--- src/rtl/load_store_unit.sv ---
// load_store_unit: single-port data-memory load/store engine.
// Byte/halfword/word loads and stores, little-endian lanes, sub-word
// stores by read-merge-write.
// Ports: clk, rst (sync, active high); req_* CPU request with
// valid/ready handshake; resp_* one-cycle completion with load data
// and error; mem_* word-indexed memory with registered read data.
// Build option: define LSU_MISALIGN_TRAP_EN to reject misaligned
// halfword/word accesses and size 11 with resp_err; otherwise the
// address is force-aligned and size 11 acts as word.
module load_store_unit (
  input  logic        clk,
  input  logic        rst,
  input  logic        req_valid,
  output logic        req_ready,
  input  logic        req_we,
  input  logic [1:0]  req_size,
  input  logic        req_unsigned,
  input  logic [31:0] req_addr,
  input  logic [31:0] req_wdata,
  output logic        resp_valid,
  output logic [31:0] resp_rdata,
  output logic        resp_err,
  output logic [31:0] mem_addr,
  output logic [31:0] mem_din,
  output logic        mem_W,
  output logic        mem_R,
  input  logic [31:0] mem_dout
);

  typedef enum logic [2:0] {
    IDLE,
    READ,
    EXTRACT,
    MERGE,
    WRITE,
    RESP
  } state_t;

  state_t      state;
  logic [1:0]  a_off;
  logic [1:0]  a_size;
  logic        a_we;
  logic        a_uns;
  logic [31:0] a_wdata;

  logic        bad;
  logic [31:0] ld_val;
  logic [31:0] merged;
  logic [7:0]  ld_b;
  logic [15:0] ld_h;

`ifdef LSU_MISALIGN_TRAP_EN
  always_comb begin
    bad = 1'b0;
    unique case (req_size)
      2'b01:   bad = req_addr[0];
      2'b10:   bad = |req_addr[1:0];
      2'b11:   bad = 1'b1;
      default: bad = 1'b0;
    endcase
  end
`else
  assign bad = 1'b0;
`endif

  // Lane select and extension; alignment bits below the access
  // size are simply not used, which forces alignment.
  always_comb begin
    ld_b   = mem_dout[{a_off, 3'b000} +: 8];
    ld_h   = mem_dout[{a_off[1], 4'b0000} +: 16];
    ld_val = mem_dout;
    merged = mem_dout;
    unique case (1'b1)
      a_size[1]: begin
        ld_val = mem_dout;
        merged = a_wdata;
      end
      (a_size == 2'b01): begin
        ld_val = {{16{ld_h[15] & ~a_uns}}, ld_h};
        merged[{a_off[1], 4'b0000} +: 16] = a_wdata[15:0];
      end
      (a_size == 2'b00): begin
        ld_val = {{24{ld_b[7] & ~a_uns}}, ld_b};
        merged[{a_off, 3'b000} +: 8] = a_wdata[7:0];
      end
    endcase
  end

  always_ff @(posedge clk) begin
    if (rst) begin
      state      <= IDLE;
      req_ready  <= 1'b1;
      resp_valid <= 1'b0;
      resp_err   <= 1'b0;
      resp_rdata <= 32'd0;
      mem_W      <= 1'b0;
      mem_R      <= 1'b0;
      mem_addr   <= 32'd0;
      mem_din    <= 32'd0;
      a_off      <= 2'd0;
      a_size     <= 2'd0;
      a_we       <= 1'b0;
      a_uns      <= 1'b0;
      a_wdata    <= 32'd0;
    end else begin
      unique case (state)
        IDLE: begin
          resp_valid <= 1'b0;
          resp_err   <= 1'b0;
          if (req_valid) begin
            req_ready <= 1'b0;
            a_off     <= req_addr[1:0];
            a_size    <= req_size;
            a_we      <= req_we;
            a_uns     <= req_unsigned;
            a_wdata   <= req_wdata;
            mem_addr  <= {2'b00, req_addr[31:2]};
            if (bad) begin
              resp_valid <= 1'b1;
              resp_err   <= 1'b1;
              state      <= RESP;
            end else if (req_we && req_size[1]) begin
              mem_W   <= 1'b1;
              mem_din <= req_wdata;
              state   <= WRITE;
            end else begin
              mem_R <= 1'b1;
              state <= READ;
            end
          end
        end
        READ: begin
          mem_R <= 1'b0;
          state <= a_we ? MERGE : EXTRACT;
        end
        EXTRACT: begin
          resp_rdata <= ld_val;
          resp_valid <= 1'b1;
          state      <= RESP;
        end
        MERGE: begin
          mem_din <= merged;
          mem_W   <= 1'b1;
          state   <= WRITE;
        end
        WRITE: begin
          mem_W      <= 1'b0;
          resp_valid <= 1'b1;
          state      <= RESP;
        end
        RESP: begin
          resp_valid <= 1'b0;
          resp_err   <= 1'b0;
          req_ready  <= 1'b1;
          state      <= IDLE;
        end
        default: begin
          state     <= IDLE;
          req_ready <= 1'b1;
        end
      endcase
    end
  end

endmodule

--- config.mk ---
export PLATFORM = sky130hd
export DESIGN_NAME = load_store_unit
export DESIGN_NICKNAME = d
export VERILOG_FILES = /design/src/rtl/load_store_unit.sv
export SDC_FILE = /design/constraint.sdc
export NUM_CORES = 1
export LEC_CHECK = 0
export CAP_MARGIN = 20
export CORE_ASPECT_RATIO = 0.7
export CORE_MARGIN = 5
export CORE_UTILIZATION = 50
export CTS_CLUSTER_DIAMETER = 50
export CTS_CLUSTER_SIZE = 14
export DETAILED_ROUTE_END_ITERATION = 8
export GPL_TIMING_DRIVEN = 0
export PLACE_DENSITY_LB_ADDON = 0.05
export SLEW_MARGIN = 5
export SYNTH_ARGS = -nofsm -noshare
export SYNTH_HDL_FRONTEND = slang
export SYNTH_SLANG_ARGS = --single-unit
--- constraint.sdc ---
create_clock -name clk -period 3.8 [get_ports clk]
set_input_delay 0.38 -clock clk [delete_from_list [all_inputs] [get_ports clk]]
set_output_delay 0.38 -clock clk [all_outputs]
set_load 0.02 [all_outputs]
==> impl_metrics.json <==
{
  "std_cell_rows": 34,
  "netSwitchingFraction_pct": 31.2,
  "initial_utilization_pct": 51.3,
  "utilization_after_layout_pct": 74.1,
  "ir_drop_mv": 0.398,
  "clock_sinks": 139,
  "count_of_unique_library_cells_instantiated_by_yosys": 50,
  "crit_chain": "buf_2 > inv_1 > ha_1 > nor2_1 > a41o_1 > a221oi_1 > o41ai_1",
  "route.detailed.wl_per_inst_um": 20.2,
  "cts-resized-gates": 0,
  "cts.reportedPaths.clkPinSlew_ns": 0.07,
  "area_growth_syn_to_layout_pct": 44.6,
  "vias_per_cell": 6.03,
  "ys_seq_elements": 139,
  "power.density_cell_area_nw_per_um2": 513,
  "maximum_number_of_pins_on_one_net_before_global_route_repair": 17,
  "slew_worst_pin_ns": 1.09,
  "fillerInstances": 982,
  "sequential_area_share_after_synthesis_pct": 43.4,
  "worst_ep_arrival_time_ns": 3.08,
  "drtAntennaViolNets": 0,
  "floorplan.die_area_um2": 15200,
  "number_of_antenna_violations_at_the_first_check_in_global_routing": 0,
  "post_synth_main_area_contributors": "dfxtp_1 (43%), nand2_1 (9.3%), a21oi_1 (6.9%)",
  "met2_wire_length_mm": 9.78,
  "gp_congestion": 1.01,
  "dp_slack_ns": 1.17,
  "clock_buffer_count_from_cts": 17,
  "layout.cells.non_filler": 1164,
  "rsz0062_at_grt": "no",
  "met3RoutedLength_mm": 3.28,
  "syn_area_um2": 6410,
  "fp.dieH_um": 105,
  "die_x_um": 145,
  "met1Wirelength_mm": 10.0,
  "cts_setup_buffers": 0,
  "leakage_nw": 3.33,
  "mapped_avg_cell_area_um2": 8.34,
  "max_clock_freq_mhz": 362,
  "detailedRoute.firstIterationViolations": 921,
  "synthArstFlopShare_pct": 0,
  "post-route-worst-setup-slack_ns": 1.03,
  "ys.flop_type": "dfxtp_1",
  "drive_gt1_share_pct": 7.19,
  "slowest_stage": "nor2_1",
  "ff_latch_area_um2": 2780,
  "port-buffer-count": 199,
  "result_of_the_run": "completed",
  "internal-power_mw": 3.27,
  "report.final.hold_viol_count": 0,
  "seq_power_share_pct": 35.8,
  "clockRootBuffer": "clkbuf_16",
  "post_cts_hold_buffer_count": 0,
  "groute.usage.overall_pct": 29.5,
  "cp_data_required_time_ns": 4.11,
  "netlist_top_cells_count": "nand2_1 (159), dfxtp_1 (139), a21oi_1 (88), nor2_1 (54), clkbuf_1 (49)",
  "cap_violations": 0,
  "core-area_um2": 12500,
  "criticalPathCategory": "reg -> reg",
  "final_nets": 1097,
  "routed-via-count": 7020,
  "setup-violations-final": 0,
  "syn-instance-count": 769,
  "biggest_fanout_along_the_worst_timing_path": 10,
  "first_global_vias": 6421,
  "min_period_ns": 2.77,
  "cp-start-kind": "register",
  "fin_tns_setup_ns": 0,
  "insertedDiodeCount": 0,
  "routed_wl_mm": 23.5,
  "final_worst_path_period_share_pct": 72.8,
  "multiInputGateArea_um2": 3300,
  "hp-class": "reg -> reg",
  "most_area_hungry_cell_type_in_the_yosys_netlist": "dfxtp_1",
  "total_number_of_yosys_warnings": 0,
  "grt_remaining_overflow": 0,
  "top_signal_layer_used": "met4",
  "timing.final.max_slew_violations": 0,
  "cp_slowest_stage_delay_ns": 0.59,
  "p_clk_share_pct": 39.4,
  "fin_skew_ns": 0.0108,
  "synth_enable_flop_cells": 0,
  "h_tree_level_count": 4,
  "drc": 0,
  "maxSlewHeadroom_pct": 26.6,
  "cts_max_path_buffers": 2,
  "synthDominantCellAreaShare_pct": 43.4,
  "cts_tree": "yes",
  "grt_pass1_wl_mm": 36.0,
  "clk-insertion-delay-late_ns": 0.43,
  "dr.pass1.iters": 6,
  "place_inst": 1132,
  "power.net_switching_mw": 1.49,
  "combinationalPowerShare_pct": 24.8,
  "synthMostInstantiatedCell": "nand2_1",
  "critical_path.endpoint_type": "register",
  "top_level_ports": 204,
  "post-dp-hpwl_mm": 17.4
}
stage by stage:
stage / power (mW) / hold WS, ns / area [µm²]
after floorplan: 2.36 / 0.436 / 6420
after global placement: 2.86 / 0.441 / 8610
after detailed placement: 2.88 / 0.447 / 8610
after CTS: 4.74 / 0.454 / 9270
after global routing: 4.92 / 0.472 / 9270
final: 4.76 / 0.452 / 9270
logic make-up (layout without fill, tap and decap cells):
logic type,after synthesis,after routing,share of synthesized area [%]
AO/OA/AOI/OAI,233,233,26.9
adder cells (fa/ha/maj),5,5,0.976
buffers and inverters,79,310,5.21
flip-flops,139,139,43.4
multiplexers,10,10,1.70
other,1,3,0.0585
AND/OR/NAND/NOR,302,302,21.8
per-layer routing:
metal / up-vias / GRT usage, %
li1: 3250 / -
met1: 3261 / 41.6
met2: 454 / 42.7
met3: 55 / 10.7
met4: 0 / 7.79
met5: - / 0
layout by cell type, fill, tap and decap left out, types with 4 or more instances in the layout:
master	synthesis	routed
dfxtp_1	139	139
a21o_1	8	8
nand2b_1	22	22
o41ai_2	8	8
nand3b_1	18	18
buf_2	15	15
inv_6	0	4
nor2b_1	6	6
nand4_1	24	24
ha_1	5	5
inv_1	4	4
a21oi_1	88	88
nand2_1	159	159
nor2_1	54	54
o21ai_0	17	17
clkbuf_16	0	17
a222oi_1	7	7
o41ai_1	8	8
a211oi_1	28	28
a221o_1	16	16
a32o_1	16	16
bufinv_16	0	5
a221oi_1	25	25
buf_1	6	6
clkbuf_1	49	50
mux2_2	7	7
clkdlybuf4s50_1	0	199
nor3_1	7	7
cell type report:
cell class | count | share of cell area, %
Sequential cell | 139 | 30.0
Clock inverter | 13 | 2.30
Clock buffer | 19 | 4.78
Multi-Input combinational cell | 553 | 35.6
Tap cell | 162 | 2.19
Buffer | 74 | 3.40
Timing Repair Buffer | 199 | 21.5
Inverter | 5 | 0.203
registers in the layout, indices dropped and copies added, names as in the netlist, 2 cells and up:
name / flops
state: 3
a_off: 2
resp_rdata: 32
a_size: 2
mem_din: 32
mem_addr: 30
a_wdata: 32
critical path: cells and delay by family (launching register included):
| family | cells | cell delay, ns |
|---|---|---|
| AOI/OAI and AO/OA | 3 | 1.04 |
| and+or+nand+nor | 1 | 0.59 |
| buffers and inverters | 2 | 0.40 |
| DFF | 1 | 0.38 |
| adders and majority gates | 1 | 0.24 |
worst paths after layout:
check / cells past startpoint / to / startpoint / slack (ns)
worst max-delay path: 7 / mem_din[16] / a_off[1] / 1.03
worst min-delay path: 2 / mem_addr[21] / mem_addr[21] / 0.45
worst max register to register: 7 / mem_din[16] / a_off[1] / 1.03
worst min register to register: 2 / mem_addr[21] / mem_addr[21] / 0.45
power by group through the flow:
| stage | Combinational [mW] | Clock, mW | Sequential (mW) |
|---|---|---|---|
| 2_1_floorplan | 0.541 | 0 | 1.82 |
| 3_3_place_gp | 1.14 | 0 | 1.72 |
| 3_5_place_dp | 1.15 | 0 | 1.73 |
| 4_1_cts | 1.16 | 1.88 | 1.70 |
| 5_1_grt | 1.26 | 1.95 | 1.72 |
| 6_report | 1.18 | 1.87 | 1.70 |
Note: power is estimated with default switching activity, not from simulation.
